==> config.mk <==
export PLATFORM = sky130hd
export DESIGN_NAME = div_16by8_seq
export DESIGN_NICKNAME = d
export VERILOG_FILES = /design/src/rtl/div_pkg.sv /design/src/rtl/div_sub_stage.sv /design/src/rtl/div_16by8_seq.sv
export SDC_FILE = /design/constraint.sdc
export NUM_CORES = 1
export LEC_CHECK = 0
export ABC_AREA = 1
export CAP_MARGIN = 40
export CORE_MARGIN = 2
export CORE_UTILIZATION = 40
export DETAILED_ROUTE_END_ITERATION = 16
export GPL_TIMING_DRIVEN = 0
export PLACE_DENSITY_LB_ADDON = 0.25
export SYNTH_ARGS = -nofsm -noshare
export SYNTH_HDL_FRONTEND = slang
export SYNTH_SLANG_ARGS = --single-unit
==> constraint.sdc <==
create_clock -name clk -period 1.9 [get_ports clk]
set_input_delay 0.19 -clock clk [delete_from_list [all_inputs] [get_ports clk]]
set_output_delay 0.19 -clock clk [all_outputs]
set_load 0.05 [all_outputs]
==> src/rtl/div_pkg.sv <==
// Shared widths, error constant and FSM state encoding for the 16-by-8
// sequential restoring divider.
package div_pkg;
  localparam int DVD_W = 16;
  localparam int DVS_W = 8;
  localparam int ITER  = 8;

  localparam logic [DVS_W-1:0] ERR_QUOT = 8'hFF;

  typedef enum logic [1:0] {
    IDLE,
    RUN,
    DONE
  } state_t;
endpackage

==> src/rtl/div_sub_stage.sv <==
// Combinational 9-bit trial subtractor for one restoring-division step;
// borrow set means the trial value was smaller than the divisor.
module div_sub_stage
  import div_pkg::*;
(
  input  logic [DVS_W:0] a,
  input  logic [DVS_W:0] b,
  output logic [DVS_W:0] diff,
  output logic           borrow
);

  assign {borrow, diff} = {1'b0, a} - {1'b0, b};

endmodule

==> src/rtl/div_16by8_seq.sv <==
// Sequential unsigned radix-2 restoring divider (16-bit / 8-bit), one
// quotient bit per cycle, with valid/ready handshakes on both sides.
module div_16by8_seq
  import div_pkg::*;
(
  input  logic             clk,
  input  logic             rst,
  input  logic             in_valid,
  output logic             in_ready,
  input  logic [DVD_W-1:0] dividend,
  input  logic [DVS_W-1:0] divisor,
  output logic             out_valid,
  input  logic             out_ready,
  output logic [DVS_W-1:0] quotient,
  output logic [DVS_W-1:0] remainder,
  output logic             div_by_zero,
  output logic             overflow
);

  state_t           state;
  state_t           next_state;
  logic [2:0]       cnt;
  logic [DVS_W:0]   r;
  logic [DVS_W-1:0] q_sr;
  logic [DVS_W-1:0] lo_sr;
  logic [DVS_W-1:0] dvs;
  logic             err_dz;
  logic             err_ov;

  logic             accept;
  logic             last;
  logic             err_pend;
  logic             dz_in;
  logic             ov_in;
  logic [DVS_W:0]   shift_in;
  logic [DVS_W:0]   diff;
  logic             borrow;
  logic [DVS_W:0]   next_r;
  logic             r_msb_unused;

  assign in_ready  = (state == IDLE);
  assign out_valid = (state == DONE);
  assign accept    = in_valid & in_ready;
  assign last      = (cnt == 3'(ITER - 1));
  assign err_pend  = err_dz | err_ov;

  assign dz_in = (divisor == '0);
  assign ov_in = !dz_in && (dividend[DVD_W-1:DVS_W] >= divisor);

  // The invariant r < divisor keeps r[8] zero between steps, so only the
  // low byte feeds the next trial.
  assign shift_in     = {r[DVS_W-1:0], lo_sr[DVS_W-1]};
  assign next_r       = borrow ? shift_in : diff;
  assign r_msb_unused = r[DVS_W];

  div_sub_stage u_sub (
    .a      (shift_in),
    .b      ({1'b0, dvs}),
    .diff   (diff),
    .borrow (borrow)
  );

  always_ff @(posedge clk or posedge rst) begin
    if (rst) state <= IDLE;
    else     state <= next_state;
  end

  // Error results still pass through RUN for one cycle so they surface one
  // edge after accept, matching the registered result path.
  always_comb begin
    next_state = state;
    case (state)
      IDLE: if (accept) next_state = RUN;
      RUN:  if (err_pend || last) next_state = DONE;
      DONE: if (out_ready) next_state = IDLE;
      default: next_state = IDLE;
    endcase
  end

  always_ff @(posedge clk or posedge rst) begin
    if (rst) begin
      cnt         <= '0;
      r           <= '0;
      q_sr        <= '0;
      lo_sr       <= '0;
      dvs         <= '0;
      err_dz      <= 1'b0;
      err_ov      <= 1'b0;
      quotient    <= '0;
      remainder   <= '0;
      div_by_zero <= 1'b0;
      overflow    <= 1'b0;
    end else begin
      case (state)
        IDLE: begin
          if (accept) begin
            dvs    <= divisor;
            r      <= {1'b0, dividend[DVD_W-1:DVS_W]};
            lo_sr  <= dividend[DVS_W-1:0];
            q_sr   <= '0;
            cnt    <= '0;
            err_dz <= dz_in;
            err_ov <= ov_in;
          end
        end
        RUN: begin
          if (err_pend) begin
            quotient    <= ERR_QUOT;
            remainder   <= lo_sr;
            div_by_zero <= err_dz;
            overflow    <= err_ov;
          end else begin
            r     <= next_r;
            lo_sr <= {lo_sr[DVS_W-2:0], 1'b0};
            q_sr  <= {q_sr[DVS_W-2:0], ~borrow};
            cnt   <= cnt + 3'd1;
            if (last) begin
              quotient    <= {q_sr[DVS_W-2:0], ~borrow};
              remainder   <= next_r[DVS_W-1:0];
              div_by_zero <= 1'b0;
              overflow    <= 1'b0;
            end
          end
        end
        default: ;
      endcase
    end
  end

endmodule

# Word-level counts from Yosys, hierarchy flattened
# Cells that the tools add are included.
dict set report word_totals {
  word_cells 60
  output_inout_bits 20
  regBits 56
}
dict set report op_classes {
  eq_ne 7
  n_lt_le_gt_ge 1
  n_addsub 2
  n_mux 24
  bitwise_logic 3
  n_reduce_logical 11
}
# cell count
set ops {}
lappend ops {{$mux 8} 9}
lappend ops {{$pmux 8 s2} 2}
lappend ops {{$mux 7} 2}
lappend ops {{$pmux 7 s2} 1}
lappend ops {{$sub 9x8->10} 1}
lappend ops {{$ge 8x8->1} 1}
lappend ops {{$logic_not 8->1} 1}
lappend ops {{$mux 2} 3}
lappend ops {{$mux 3} 2}
lappend ops {{$pmux 2 s3} 1}
lappend ops {{$pmux 3 s2} 1}
lappend ops {{$reduce_and 3->1} 2}
lappend ops {{$ne 2x1->1 const B} 2}
lappend ops {{$ne 2x2->1 const B} 2}
lappend ops {{$reduce_and 2->1} 2}
lappend ops {{$reduce_bool 2->1} 2}
lappend ops {{$add 3x1->3 const B} 1}
lappend ops {{$eq 3x3->1 const B} 1}
lappend ops {{$mux 1} 3}
lappend ops {{$eq 2x1->1 const B} 1}
lappend ops {{$eq 2x2->1 const B} 1}
lappend ops {{$logic_not 2->1} 1}
lappend ops {{$and 1x1->1} 1}
lappend ops {{$logic_and 1x1->1} 1}
lappend ops {{4 further kinds} 4}

# Depth between registers and ports, before layout
# Gate-level depths: netlist of run 1.
dict set report depth {
  ltp_word 4
  mapped_depth 13
}

# Modules after synthesis
# A second synthesis of run 1 with hierarchy kept.
dict set report hier_totals {
  cells_unflattened 420
  hier_area_um2 3268.1
}
# module seq_area_each_um2 area_each_um2 cells_per_inst instances
set modules_own_cells {}
lappend modules_own_cells {div_16by8_seq 1401.3 2748.9 319 1}
lappend modules_own_cells {div_sub_stage 0.0 519.2 101 1}

# Least setup slack after synthesis of run 1
# OpenSTA, ideal clock, no wires.
dict set report synth_timing {
  path_type {register -> register}
  from {register state[0]}
  to {register dvs[0]}
  path_slack_ps -68
  t_required_ps 1775
  path_stages_with_launch 5
  t_arrival_ps 1843
  path_buffers 1
  setup_time_ps 125
  period_less_slack_ps 1968
  path_cell_list {dfrtp_1 nor2_1 nand2_2 buf_2 mux2_2}
}
dict set report synth_between {
  elab_chain_cells 3
}
# item line
set synth_rtl {}
lappend synth_rtl {{start: declaration} div_16by8_seq.sv:20} ;# state_t state;
lappend synth_rtl {{start signal: assignment} div_16by8_seq.sv:65} ;# else state <= next_state;
lappend synth_rtl {{$logic_not 2->1 (*)} div_16by8_seq.sv:41} ;# assign in_ready = (state == IDLE);
lappend synth_rtl {{via in_ready} div_16by8_seq.sv:9} ;# output logic in_ready,
lappend synth_rtl {{$and 1x1->1} div_16by8_seq.sv:43} ;# assign accept = in_valid & in_ready;
lappend synth_rtl {{$reduce_and 2->1 (no line) (*)} -}
lappend synth_rtl {{end signal: assignment} div_16by8_seq.sv:97} ;# dvs <= divisor;
lappend synth_rtl {{end: declaration} div_16by8_seq.sv:26} ;# logic [DVS_W-1:0] dvs;
# Mark *: on every way through the listed nets, which the timed path passes. The rest lies on a longest branch.
# A chain may end at the register's enable or synchronous reset.

# Final worst setup path of run 1
dict set report layout_timing {
  from {register r[2]}
  to {register remainder[6]}
}
dict set report layout_between {
  elab_chain_cells 4
}
# item line
set layout_rtl {}
lappend layout_rtl {{start: declaration} div_16by8_seq.sv:23} ;# logic [DVS_W:0] r;
lappend layout_rtl {{start signal: assignment} div_16by8_seq.sv:98} ;# r <= {1'b0, dividend[DVD_W-1:DVS_W]};
lappend layout_rtl {{start signal: assignment} div_16by8_seq.sv:113} ;# r <= next_r;
lappend layout_rtl {{$sub 9x8->10} div_sub_stage.sv:12} ;# assign {borrow, diff} = {1'b0, a} - {1'b0, b};
lappend layout_rtl {{$mux 8} div_16by8_seq.sv:53} ;# assign next_r = borrow ? shift_in : diff;
lappend layout_rtl {{$mux 8} div_16by8_seq.sv:117} ;# if (last) begin
lappend layout_rtl {{$mux 8} div_16by8_seq.sv:107} ;# if (err_pend) begin
lappend layout_rtl {{end signal: assignment} div_16by8_seq.sv:109} ;# remainder <= lo_sr;
lappend layout_rtl {{end signal: assignment} div_16by8_seq.sv:119} ;# remainder <= next_r[DVS_W-1:0];
lappend layout_rtl {{end: declaration} div_16by8_seq.sv:15} ;# output logic [DVS_W-1:0] remainder,
# Every way passes these cells. The select of a mux whose other input is x is not followed.

==> results of run 1 <==
area by class of cell:
class | instances | area [sq um] | share of cell area (%)
Sequential cell | 56 | 1400 | 33.8
Buffer | 10 | 65.1 | 1.57
Timing Repair Buffer | 58 | 571 | 13.8
Clock inverter | 2 | 13.8 | 0.332
Multi-Input combinational cell | 278 | 1680 | 40.5
Clock buffer | 6 | 72.6 | 1.75
Inverter | 54 | 215 | 5.19
Tap cell | 102 | 128 | 3.08
Yosys cell counts (3+ instances only):
cell / n / share of area (%)
sky130_fd_sc_hd__a21oi_1: 25 / 3.9
sky130_fd_sc_hd__buf_2: 4 / 0.62
sky130_fd_sc_hd__buf_4: 4 / 0.93
sky130_fd_sc_hd__dfrtp_1: 56 / 44
sky130_fd_sc_hd__ha_1: 18 / 7.0
sky130_fd_sc_hd__inv_1: 49 / 5.7
sky130_fd_sc_hd__inv_4: 3 / 0.58
sky130_fd_sc_hd__nand2_1: 106 / 12
sky130_fd_sc_hd__nand2_2: 8 / 1.6
sky130_fd_sc_hd__nand3_1: 21 / 3.3
sky130_fd_sc_hd__nand3_2: 4 / 1.2
sky130_fd_sc_hd__nand4_1: 10 / 1.9
sky130_fd_sc_hd__nor2_1: 26 / 3.0
sky130_fd_sc_hd__o21ai_0: 23 / 3.6
sky130_fd_sc_hd__o21ai_1: 3 / 0.47
sky130_fd_sc_hd__o22ai_1: 7 / 1.4
layout by cell type (no fill, tap or decap), drive strengths merged:
cell type	instances
dfrtp	56
mux2	1
inv	55
nand3	29
a21oi	26
a22o	1
ha	18
nor4	2
nand3b	2
fa	1
nand2	115
nand4	10
clkbuf	7
o2111ai	1
o21ai	27
dlygate4sd2	1
nor2	31
xor2	1
o31ai	1
clkdlybuf4s50	45
xnor2	1
dlymetal6s2s	1
buf	20
clkinv	1
or2	3
o211ai	1
o22ai	7
routing by layer:
layer	routed length [um]	part of all wire, %	global-route usage [%]
met1	3860	48	26.8
met2	3800	47	30.1
met3	265	3.3	2.65
met4	111	1.4	3.99
met5	0	0	0
stage by stage:
stage	TNS, ps	hold WS, ps	setup WS, ps	instances
4_1_cts	0	292	9.78	557
3_5_place_dp	-755	462	-112	546
6_report	0	282	28.5	566
2_1_floorplan	0	276	189	396
5_1_grt	-509	316	-85.6	566
3_3_place_gp	-41330	462	-723	545
worst reg2reg max path, cell delays in order, from the launching register on:
cell	delay (ps)
sky130_fd_sc_hd__dfrtp_1	410
sky130_fd_sc_hd__ha_1	350
sky130_fd_sc_hd__nand2_2	100
sky130_fd_sc_hd__inv_1	60
sky130_fd_sc_hd__nand2_1	80
sky130_fd_sc_hd__nand2_1	110
sky130_fd_sc_hd__nand2_4	110
sky130_fd_sc_hd__buf_4	180
sky130_fd_sc_hd__nand4_1	110
sky130_fd_sc_hd__nand3_2	120
sky130_fd_sc_hd__nand2_2	100
sky130_fd_sc_hd__nand2_1	50
worst paths after layout:
path / from / end / slack (ps)
max in group asynchronous: rst / div_by_zero / 1060
min in group clk: out_ready / state[1] / 430
hold / removal: rst / lo_sr[2] / 280
setup / recovery: r[2] / remainder[6] / 30
setup reg to reg: r[2] / remainder[6] / 30
hold reg to reg: overflow / overflow / 480
sequential cells by signal (all words and copies together) (netlist names):
register,count
cnt,3
div_by_zero,1
dvs,8
err_dz,1
err_ov,1
lo_sr,8
overflow,1
q_sr,7
quotient,8
r,8
remainder,8
state,2
where the power goes:
part / internal [W] / total, W / switching (W)
sequential: 0.00163 / 0.00194 / 0.000311
combinational: 0.00193 / 0.00505 / 0.00311
clock: 0.000264 / 0.000645 / 0.000381
kinds of logic (layout without fill, tap and decap cells):
family,after synthesis,in the layout
XOR/XNOR,2,2
flip-flops,56,56
adder cells (fa/ha/maj),19,19
buffers and inverters,64,130
AND/OR/NAND/NOR,190,192
AO/OA/AOI/OAI,64,64
multiplexers,1,1
timing repair:
item                       in CTS  in global routing
hold buffers                    0                  0
setup endpoints to repair      17                 19
gates cloned                    1                  1
gates resized for setup         5                 23
pin swaps                       2                 10
buffers inserted                2                  8
==> qor.json, run 1 <==
{
  "port_buffers": {"value": 47},
  "cp_cell_instances": {"value": "ha_1 -> nand2_2 -> inv_1 -> nand2_1 -> nand2_1 -> nand2_4 -> buf_4 -> nand4_1 -> nand3_2 -> nand2_2 -> nand2_1"},
  "fp.coreArea": {"value": 7770, "unit": "sq um"},
  "place.gp.congestion": {"value": 0.834},
  "synthesized_netlist_cell_count": {"value": 396},
  "grt.total_usage": {"value": 18.7, "unit": "%"},
  "final_design_area_no_fill": {"value": 4150, "unit": "sq um"},
  "die-width": {"value": 93.7, "unit": "um"},
  "setup_viol_count_final": {"value": 0},
  "worst_slew_pin_slew": {"value": 629, "unit": "ps"},
  "timing.reg2reg.worst_path_depth": {"value": 11},
  "max_clock_freq": {"value": 0.534, "unit": "GHz"},
  "grt.overflow.total": {"value": 0},
  "end_kind": {"value": "flip-flop"},
  "number_of_flops_mapped_to_enable_cells_by_yosys": {"value": 0},
  "synth.net_count": {"value": 443},
  "worst_ep_arrival_time": {"value": 2080, "unit": "ps"},
  "total_detailed_routing_wirelength": {"value": 8.04, "unit": "mm"},
  "postSynthRegisterBits": {"value": 56},
  "parity_gate_share_of_the_synthesized_area_counting_xor_and_xnor_cells": {"value": 0.544, "unit": "%"},
  "largest_net_degree_at_the_start_of_global_routing": {"value": 30},
  "cp_top_family": {"value": "simple AND/OR/NAND/NOR gates"},
  "synthSimpleGateAreaFrac": {"value": 28.3, "unit": "%"},
  "clock-sinks": {"value": 56},
  "design.final.nets": {"value": 510},
  "cts.htree.levels": {"value": 2},
  "grt_antenna_before_repair": {"value": 0},
  "worst_slew_slack_as_a_fraction_of_its_limit": {"value": 58.0, "unit": "%"},
  "yosysSeqAreaShare": {"value": 43.5, "unit": "%"},
  "route.detailed.wl_per_inst": {"value": 14.2, "unit": "um"},
  "synthToLayoutAreaGrowth": {"value": 28.8, "unit": "%"},
  "cts.path.max_buffers": {"value": 2},
  "grt_setup_unrepaired": {"value": "true"},
  "final-hold-violation-count": {"value": 0},
  "synth_adder_area_share": {"value": 7.62, "unit": "%"},
  "antennaDiodeCount": {"value": 0},
  "synth_ff_type": {"value": "sky130_fd_sc_hd__dfrtp_1"},
  "grt_pass1_wl": {"value": 13.0, "unit": "mm"},
  "cellLeakagePower": {"value": 1.99, "unit": "nW"},
  "dp_hpwl": {"value": 5.95, "unit": "mm"},
  "synthDistinctLibCells": {"value": 38},
  "power.density_cell_area": {"value": 1840, "unit": "nW/um^2"},
  "clock_skew": {"value": 8.86, "unit": "ps"},
  "grt_pass1_vias": {"value": 2715},
  "initial_core_util": {"value": 41.4, "unit": "%"},
  "drc": {"value": 0},
  "die_area": {"value": 8780, "unit": "sq um"},
  "syn_area_per_cell": {"value": 8.13, "unit": "sq um"},
  "synth_warnings": {"value": 0},
  "cp_num_buf_inv": {"value": 2},
  "class_of_the_worst_hold_path": {"value": "in -> async"},
  "tritoncts.num_buffers": {"value": 5},
  "path_common_cell": {"value": "sky130_fd_sc_hd__nand2_1"},
  "postPlaceCellArea": {"value": 3840, "unit": "sq um"},
  "crit_required": {"value": 2110, "unit": "ps"},
  "timing.final.crit_period": {"value": 1870, "unit": "ps"},
  "clkLatencyLatePin": {"value": 310, "unit": "ps"},
  "slowest_stage": {"value": "sky130_fd_sc_hd__dfrtp_1"},
  "cp_max_fo": {"value": 6},
  "synth_async_sr_flop_share": {"value": 100, "unit": "%"},
  "min_period_over_period": {"value": 98.5, "unit": "%"},
  "maxCapViolations": {"value": 0},
  "ctsRootBufferMaster": {"value": "sky130_fd_sc_hd__clkbuf_8"},
  "routed_via_density": {"value": 5.01},
  "final_layout_size_suffix_gt1_share": {"value": 16.4, "unit": "%"},
  "vias": {"value": 2837},
  "outcome": {"value": "finished, final reports clean"},
  "drv_slew": {"value": 0},
  "detail_route.first_pass.iterations": {"value": 4},
  "die_h": {"value": 93.7, "unit": "um"},
  "timing.setup.critical_path_class": {"value": "reg -> reg"},
  "synth-compound-area-share": {"value": 11.1, "unit": "%"},
  "fill_cells": {"value": 745},
  "drt_first_iter_violations": {"value": 176},
  "synth_top_family_by_area": {"value": "simple AND/OR/NAND/NOR gates"},
  "mux_contribution_to_synthesized_area": {"value": 0.350, "unit": "%"},
  "cell_area_after_synthesis": {"value": 3220, "unit": "sq um"},
  "finalCoreUtilization": {"value": 53.4, "unit": "%"},
  "total_power": {"value": 0.00763, "unit": "W"},
  "pin_count": {"value": 48},
  "critical_path.startpoint_type": {"value": "flip-flop"},
  "tritoncts": {"value": "done"},
  "antenna_violating_nets_post_route": {"value": 0},
  "clk_pin_slew_worst_paths": {"value": 100, "unit": "ps"},
  "max-vdd-ir-drop": {"value": 0.784, "unit": "mV"},
  "cpPeakStageDelay": {"value": 410, "unit": "ps"},
  "floorplan.rows": {"value": 32},
  "critical_path_depth": {"value": 11}
}
Power figures use the tool's default switching activity.
==> run 2, diff against run 1 <==
GPL_ROUTABILITY_DRIVEN = 0   (was not set)
clock period = 1.8 ns   (was 1.9 ns; I/O delays follow)
==> run 2 against run 1 <==
  * The run now ends with negative setup slack left
  * Sequential share of layout area fell by 0.43 points
  * Setup slack got worse by 68 ps
  * Design area up 1.4%
  * Die area unchanged
  * Sequential cell count did not move
  * Routed wire length up 3.7%
  * Final cell count grew 0.35%
  * Global-route usage increased by 0.83 points
  * Maximum frequency up 1.8%
  * Critical path type unchanged
  * Critical endpoint unchanged
==> qor.json, run 2 (synthesized netlist as in run 1, its figures left out) <==
{
  "layout.cells.most_common": {"value": "sky130_fd_sc_hd__nand2_1"},
  "clock_skew": {"value": 7.29, "unit": "ps", "change": "-1.57 ps"},
  "final_tns_setup": {"value": -75.4, "unit": "ps", "change": "-75.4 ps"},
  "dp_hpwl": {"value": 5.86, "unit": "mm", "change": "-1.4%"},
  "post-route-worst-setup-slack": {"value": -39.2, "unit": "ps", "change": "-67.7 ps"},
  "largest_net_degree_at_the_start_of_global_routing": {"value": 36, "change": "+20%"},
  "route.detailed.wl_per_inst": {"value": 14.7, "unit": "um", "change": "+3.4%"},
  "critPathCapture": {"value": "remainder[6]"},
  "cts.path.max_buffers": {"value": 2, "change": "unchanged"},
  "antennaDiodeCount": {"value": 0, "change": "unchanged"},
  "place_worst_setup_slack": {"value": -255, "unit": "ps", "change": "-143 ps"},
  "total_power": {"value": 0.00832, "unit": "W", "change": "+9.0%"},
  "hold-worst-slack": {"value": 323, "unit": "ps", "change": "+41.1 ps"},
  "worst_slew_slack_as_a_fraction_of_its_limit": {"value": 48.1, "unit": "%", "change": "-9.8 points"},
  "setup_viol_count_final": {"value": 3, "change": "+3"},
  "violations": {"value": "negative setup slack"},
  "crit-reg2reg-capture": {"value": "remainder[6]"},
  "vias": {"value": 2884, "change": "+1.7%"},
  "clk_pin_slew_worst_paths": {"value": 100, "unit": "ps", "change": "about the same"},
  "die_h": {"value": 93.7, "unit": "um", "change": "unchanged"},
  "grt_pass1_wl": {"value": 13.6, "unit": "mm", "change": "+4.3%"},
  "maxCapViolations": {"value": 0, "change": "unchanged"},
  "class_of_the_worst_hold_path": {"value": "in -> async"},
  "worst_slew_pin_slew": {"value": 777, "unit": "ps", "change": "+147 ps"},
  "tritoncts.num_buffers": {"value": 5, "change": "unchanged"},
  "clkLatencyLatePin": {"value": 310, "unit": "ps", "change": "about the same"},
  "cp_max_fo": {"value": 4, "change": "-2"},
  "gr-max-usage-layer": {"value": "met2"},
  "grt.total_usage": {"value": 19.5, "unit": "%", "change": "+0.83 points"},
  "outcome": {"value": "complete, but fails checks"},
  "critical_path.startpoint_type": {"value": "flip-flop"},
  "global_route.usage.met1": {"value": 28.0, "unit": "%", "change": "+1.2 points"},
  "cellLeakagePower": {"value": 2.00, "unit": "nW", "change": "+0.58%"},
  "layout.cells.most_common_list": {"value": "sky130_fd_sc_hd__nand2_1, sky130_fd_sc_hd__dfrtp_1, sky130_fd_sc_hd__clkdlybuf4s50_1, sky130_fd_sc_hd__inv_1"},
  "worstReg2RegStart": {"value": "lo_sr[7]"},
  "crit_required": {"value": 2020, "unit": "ps", "change": "-90 ps"},
  "timing.setup.critical_path_class": {"value": "reg -> reg"},
  "cts.htree.levels": {"value": 2, "change": "unchanged"},
  "worst_ep_arrival_time": {"value": 2050, "unit": "ps", "change": "-30 ps"},
  "min_period_over_period": {"value": 102, "unit": "%", "change": "+3.7 points"},
  "grt_antenna_before_repair": {"value": 0, "change": "unchanged"},
  "tritoncts": {"value": "done"},
  "fp.coreArea": {"value": 7770, "unit": "sq um", "change": "unchanged"},
  "synthToLayoutAreaGrowth": {"value": 30.6, "unit": "%"},
  "grt_setup_unrepaired": {"value": "true"},
  "timing.final.crit_period": {"value": 1840, "unit": "ps", "change": "-32.3 ps"},
  "drc": {"value": 0, "change": "unchanged"},
  "initial_core_util": {"value": 41.4, "unit": "%", "change": "unchanged"},
  "final_layout_size_suffix_gt1_share": {"value": 20.0, "unit": "%", "change": "+3.6 points"},
  "max_clock_freq": {"value": 0.544, "unit": "GHz", "change": "+1.8%"},
  "floorplan.rows": {"value": 32, "change": "unchanged"},
  "drt_first_iter_violations": {"value": 136, "change": "-23%"},
  "fill_cells": {"value": 743, "change": "-0.27%"},
  "grt_util_met2": {"value": 31.6, "unit": "%", "change": "+1.5 points"},
  "final-hold-violation-count": {"value": 0, "change": "unchanged"},
  "ctsRootBufferMaster": {"value": "sky130_fd_sc_hd__clkbuf_8"},
  "clock-sinks": {"value": 56, "change": "unchanged"},
  "timing.reg2reg.worst_path_depth": {"value": 12, "change": "+1"},
  "routed_via_density": {"value": 5.08, "change": "+1.3%"},
  "cp-startpoint": {"value": "lo_sr[7]"},
  "max-vdd-ir-drop": {"value": 0.919, "unit": "mV", "change": "+17%"},
  "die_area": {"value": 8780, "unit": "sq um", "change": "unchanged"},
  "grt.overflow.total": {"value": 0, "change": "unchanged"},
  "power.density_cell_area": {"value": 1980, "unit": "nW/um^2", "change": "+7.5%"},
  "detail_route.first_pass.iterations": {"value": 5, "change": "+1"},
  "globalRouteMet3Util": {"value": 2.73, "unit": "%", "change": "+0.080 points"},
  "pin_count": {"value": 48, "change": "unchanged"},
  "end_kind": {"value": "flip-flop"},
  "port_buffers": {"value": 47, "change": "unchanged"},
  "die-width": {"value": 93.7, "unit": "um", "change": "unchanged"},
  "design.final.nets": {"value": 512, "change": "+0.39%"},
  "grt_pass1_vias": {"value": 2769, "change": "+2.0%"},
  "antenna_violating_nets_post_route": {"value": 0, "change": "unchanged"},
  "total_detailed_routing_wirelength": {"value": 8.34, "unit": "mm", "change": "+3.7%"},
  "drv_slew": {"value": 0, "change": "unchanged"},
  "reg2reg_setup_slack": {"value": -40, "unit": "ps", "change": "-70 ps"}
}
-- run 2: changes by cell type in the layout (fill, tap and decap cells not counted), sizes merged --
| cell | before | now |
|---|---|---|
| nand3 | 29 | 28 |
| buf | 20 | 23 |
| dlygate4sd2 | 1 | 2 |
| dlymetal6s2s | 1 | 0 |
-- run 2: routing by layer --
metal | part of all wire, % | vias up
li1 | - | 1430
met1 | 47 | 1367
met2 | 48 | 78
met3 | 4.1 | 9
met4 | 1.3 | 0
met5 | 0 | -
-- run 2: final cells by class --
type                       count  area [sq um]  share of cell area, %
buffer                        10          65.1                   1.55
clock buffer                   6          72.6                   1.73
clock inverter                 2          13.8                  0.327
inverter                      54           213                   5.06
multi-input combinational    277          1710                   40.6
sequential                    56          1400                   33.4
tap                          102           128                   3.04
timing repair buffer          61           604                   14.4
-- run 2: report_power, final --
group / switching (W) / internal (W)
clock: 0.000419 / 0.000279
sequential: 0.000342 / 0.00172
combinational: 0.00341 / 0.00215
total: 0.00417 / 0.00415
-- run 2: how the worst min path moves through the flow --
stage	start	endpoint	slack, ps	depth (start not counted)
2_1_floorplan	out_ready	state[1]	270	1
3_3_place_gp	overflow	overflow	460	2
3_5_place_dp	overflow	overflow	470	2
4_1_cts	rst	quotient[6]	350	2
5_1_grt	rst	state[0]	400	2
6_report	rst	quotient[7]	320	2
-- run 2: critical path, stage by stage (launching register included) --
cell,delay (ps)
sky130_fd_sc_hd__dfrtp_1,400
sky130_fd_sc_hd__inv_2,100
sky130_fd_sc_hd__ha_4,150
sky130_fd_sc_hd__inv_4,50
sky130_fd_sc_hd__fa_2,360
sky130_fd_sc_hd__nand2_2,100
sky130_fd_sc_hd__nand2_2,70
sky130_fd_sc_hd__nand3b_1,110
sky130_fd_sc_hd__nand3b_1,90
sky130_fd_sc_hd__nand3_2,100
sky130_fd_sc_hd__nand3_2,80
sky130_fd_sc_hd__nand2_1,90
sky130_fd_sc_hd__nand2_1,40
-- run 2: timing repair --
action	4_1_cts	5_1_grt
hold buffers	0	0
gates resized for setup	16	22
pin swaps	4	16
cloned	1	0
setup endpoints to repair	20	18
buffers inserted	4	9
-- run 2: stage by stage --
| step | utilization, % | std cells | area [sq um] |
|---|---|---|---|
| 3_5_place_dp | 49.5 | 546 | 3850 |
| 6_report | 54.1 | 568 | 4200 |
| 5_1_grt | 54.1 | 568 | 4200 |
| 2_1_floorplan | - | 396 | 3220 |
| 4_1_cts | 52.4 | 559 | 4070 |
| 3_3_place_gp | 49.2 | 545 | 3820 |
==> run 3, diff against run 2 <==
GPL_ROUTABILITY_DRIVEN = not set   (was 0)
TNS_END_PERCENT = 5   (was not set)
==> run 3 against run 2 <==
  * The flow still finishes with violations (negative setup slack)
  * Count of clock-buffer cells in the layout unchanged
  * Core utilization decreased by 1.6 points
  * Sequential cell count unchanged
  * Non-clock buffer count decreased by 8
  * Combinational power decreased by 7.2%
  * Register-to-register slack about the same
  * Sequential power about the same
  * Largest power group unchanged
  * Highest routed layer unchanged
==> qor.json, run 3 (synthesized netlist as in run 1, its figures left out) <==
{
  "max-vdd-ir-drop": {"value": 0.828, "unit": "mV", "change": "-9.9%"},
  "drt_first_iter_violations": {"value": 211, "change": "+55%"},
  "dp_cells": {"value": 546, "change": "unchanged"},
  "cts.path.max_buffers": {"value": 2, "change": "unchanged"},
  "largest_net_degree_at_the_start_of_global_routing": {"value": 30, "change": "-17%"},
  "grt_antenna_before_repair": {"value": 0, "change": "unchanged"},
  "grt_setup_unrepaired": {"value": "true"},
  "class_of_the_worst_hold_path": {"value": "in -> async"},
  "fill_cells": {"value": 757, "change": "+1.9%"},
  "dp_hpwl": {"value": 5.95, "unit": "mm", "change": "+1.4%"},
  "drv_slew": {"value": 0, "change": "unchanged"},
  "crit-reg2reg-capture": {"value": "remainder[6]"},
  "place.gp.congestion": {"value": 0.834},
  "outcome": {"value": "complete, but fails checks"},
  "die-width": {"value": 93.7, "unit": "um", "change": "unchanged"},
  "pin_count": {"value": 48, "change": "unchanged"},
  "worst_ep_arrival_time": {"value": 2050, "unit": "ps", "change": "about the same"},
  "layout_cells_excl_fill": {"value": 559, "change": "-1.6%"},
  "min_period_over_period": {"value": 102, "unit": "%", "change": "+0.11 points"},
  "finalCoreUtilization": {"value": 52.5, "unit": "%", "change": "-1.6 points"},
  "initial_core_util": {"value": 41.4, "unit": "%", "change": "unchanged"},
  "final-hold-violation-count": {"value": 0, "change": "unchanged"},
  "clkLatencyLatePin": {"value": 300, "unit": "ps", "change": "about the same"},
  "critical_path.startpoint_type": {"value": "flip-flop"},
  "die_area": {"value": 8780, "unit": "sq um", "change": "unchanged"},
  "ctsRootBufferMaster": {"value": "sky130_fd_sc_hd__clkbuf_8"},
  "end_kind": {"value": "flip-flop"},
  "grt.total_usage": {"value": 18.7, "unit": "%", "change": "-0.81 points"},
  "antenna_violating_nets_post_route": {"value": 0, "change": "unchanged"},
  "timing.setup.critical_path_class": {"value": "reg -> reg"},
  "route.detailed.wl_per_inst": {"value": 14.1, "unit": "um", "change": "-4.2%"},
  "timing.final.crit_period": {"value": 1840, "unit": "ps", "change": "+1.93 ps"},
  "power.density_cell_area": {"value": 1940, "unit": "nW/um^2", "change": "-2.2%"},
  "grt_pass1_vias": {"value": 2727, "change": "-1.5%"},
  "max_clock_freq": {"value": 0.543, "unit": "GHz", "change": "-0.10%"},
  "grt.overflow.total": {"value": 0, "change": "unchanged"},
  "layout.cells.most_common": {"value": "sky130_fd_sc_hd__nand2_1"},
  "clk_pin_slew_worst_paths": {"value": 100, "unit": "ps", "change": "about the same"},
  "die_h": {"value": 93.7, "unit": "um", "change": "unchanged"},
  "total_detailed_routing_wirelength": {"value": 7.86, "unit": "mm", "change": "-5.7%"},
  "routed_via_density": {"value": 4.98, "change": "-2.0%"},
  "post-route-worst-setup-slack": {"value": -41.1, "unit": "ps", "change": "-1.93 ps"},
  "final_tns_setup": {"value": -117, "unit": "ps", "change": "-42.0 ps"},
  "crit_required": {"value": 2010, "unit": "ps", "change": "about the same"},
  "clock-sinks": {"value": 56, "change": "unchanged"},
  "vias": {"value": 2782, "change": "-3.5%"},
  "tritoncts": {"value": "done"},
  "port_buffers": {"value": 47, "change": "unchanged"},
  "final_layout_size_suffix_gt1_share": {"value": 16.0, "unit": "%", "change": "-4.0 points"},
  "cts.htree.levels": {"value": 2, "change": "unchanged"},
  "antennaDiodeCount": {"value": 0, "change": "unchanged"},
  "maxCapViolations": {"value": 0, "change": "unchanged"},
  "detail_route.first_pass.iterations": {"value": 4, "change": "-1"},
  "cellLeakagePower": {"value": 1.94, "unit": "nW", "change": "-2.9%"},
  "design.final.nets": {"value": 503, "change": "-1.8%"},
  "reg2reg_setup_slack": {"value": -40, "unit": "ps", "change": "about the same"},
  "layout.cells.most_common_list": {"value": "sky130_fd_sc_hd__nand2_1, sky130_fd_sc_hd__dfrtp_1, sky130_fd_sc_hd__clkdlybuf4s50_1, sky130_fd_sc_hd__inv_1"},
  "synthToLayoutAreaGrowth": {"value": 26.7, "unit": "%"},
  "tritoncts.num_buffers": {"value": 5, "change": "unchanged"},
  "worstReg2RegStart": {"value": "lo_sr[7]"},
  "worst_slew_slack_as_a_fraction_of_its_limit": {"value": 57.8, "unit": "%", "change": "+9.7 points"},
  "cts-hold-fix-buffers": {"value": 0, "change": "unchanged"},
  "grt_pass1_wl": {"value": 13.1, "unit": "mm", "change": "-4.0%"},
  "floorplan.rows": {"value": 32, "change": "unchanged"},
  "timing.reg2reg.worst_path_depth": {"value": 12, "change": "unchanged"},
  "fp.coreArea": {"value": 7770, "unit": "sq um", "change": "unchanged"},
  "worst_slew_pin_slew": {"value": 632, "unit": "ps", "change": "-145 ps"},
  "setup_viol_count_final": {"value": 4, "change": "+1"},
  "drc": {"value": 0, "change": "unchanged"},
  "cp_max_fo": {"value": 3, "change": "-1"},
  "violations": {"value": "negative setup slack"},
  "clock_skew": {"value": 7.99, "unit": "ps", "change": "+0.698 ps"}
}
==> run 3: worst max path at each step <==
stage	depth (start not counted)	slack [ps]	to	start
after floorplan	12	90	remainder[6]	lo_sr[7]
after global placement	2	-810	remainder[4]	rst
after detailed placement	11	-210	remainder[4]	r[3]
after CTS	12	-50	remainder[4]	dvs[3]
after global routing	12	-190	remainder[6]	lo_sr[7]
final	12	-40	remainder[6]	lo_sr[7]
==> run 3: area by class of cell <==
cell class / count / area [sq um] / share of cell area, %
buffer: 10 / 65.1 / 1.60
clock buffer: 6 / 72.6 / 1.78
clock inverter: 2 / 13.8 / 0.337
inverter: 54 / 215 / 5.28
multi-input combinational: 276 / 1660 / 40.6
sequential: 56 / 1400 / 34.4
tap: 102 / 128 / 3.13
timing repair buffer: 53 / 526 / 12.9
==> run 3: critical path, cell delays in order (launching register included) <==
cell	delay (ps)
sky130_fd_sc_hd__dfrtp_1	410
sky130_fd_sc_hd__inv_2	100
sky130_fd_sc_hd__ha_4	160
sky130_fd_sc_hd__inv_6	30
sky130_fd_sc_hd__fa_2	360
sky130_fd_sc_hd__nand2_2	100
sky130_fd_sc_hd__nand2_2	50
sky130_fd_sc_hd__nand3b_1	100
sky130_fd_sc_hd__nand3b_1	100
sky130_fd_sc_hd__nand3_2	90
sky130_fd_sc_hd__nand3_2	90
sky130_fd_sc_hd__nand2_2	90
sky130_fd_sc_hd__nand2_1	50
==> run 3: power breakdown <==
| part | switching (W) | total (W) | internal [W] |
|---|---|---|---|
| Sequential | 0.000336 | 0.00206 | 0.00172 |
| Combinational | 0.00320 | 0.00516 | 0.00196 |
| Clock | 0.000400 | 0.000678 | 0.000278 |
==> run 3: timing repair <==
item / CTS / global route
gates resized for setup: 13 / 13
pin swaps: 2 / 8
buffers inserted: 2 / 3
endpoints found under the setup margin: 20 / 18
gates cloned: 0 / 0
==> run 3: metal layers <==
layer	wire length, um	GRT usage [%]	up-vias
met4	91	3.99	0
met5	0	0	-
li1	-	-	1408
met1	3840	26.9	1316
met3	259	2.65	6
met2	3670	30.1	52
==> run 3: stage by stage <==
stage,cell area [sq um],hold slack (ps),total power [W],setup slack [ps]
global route,4080,306,0.00857,-186
global placement,3820,462,0.00657,-813
CTS,4010,282,0.00763,-49.3
floorplan,3220,266,0.00550,88.6
detailed placement,3840,462,0.00665,-212
finish,4080,273,0.00790,-41.1
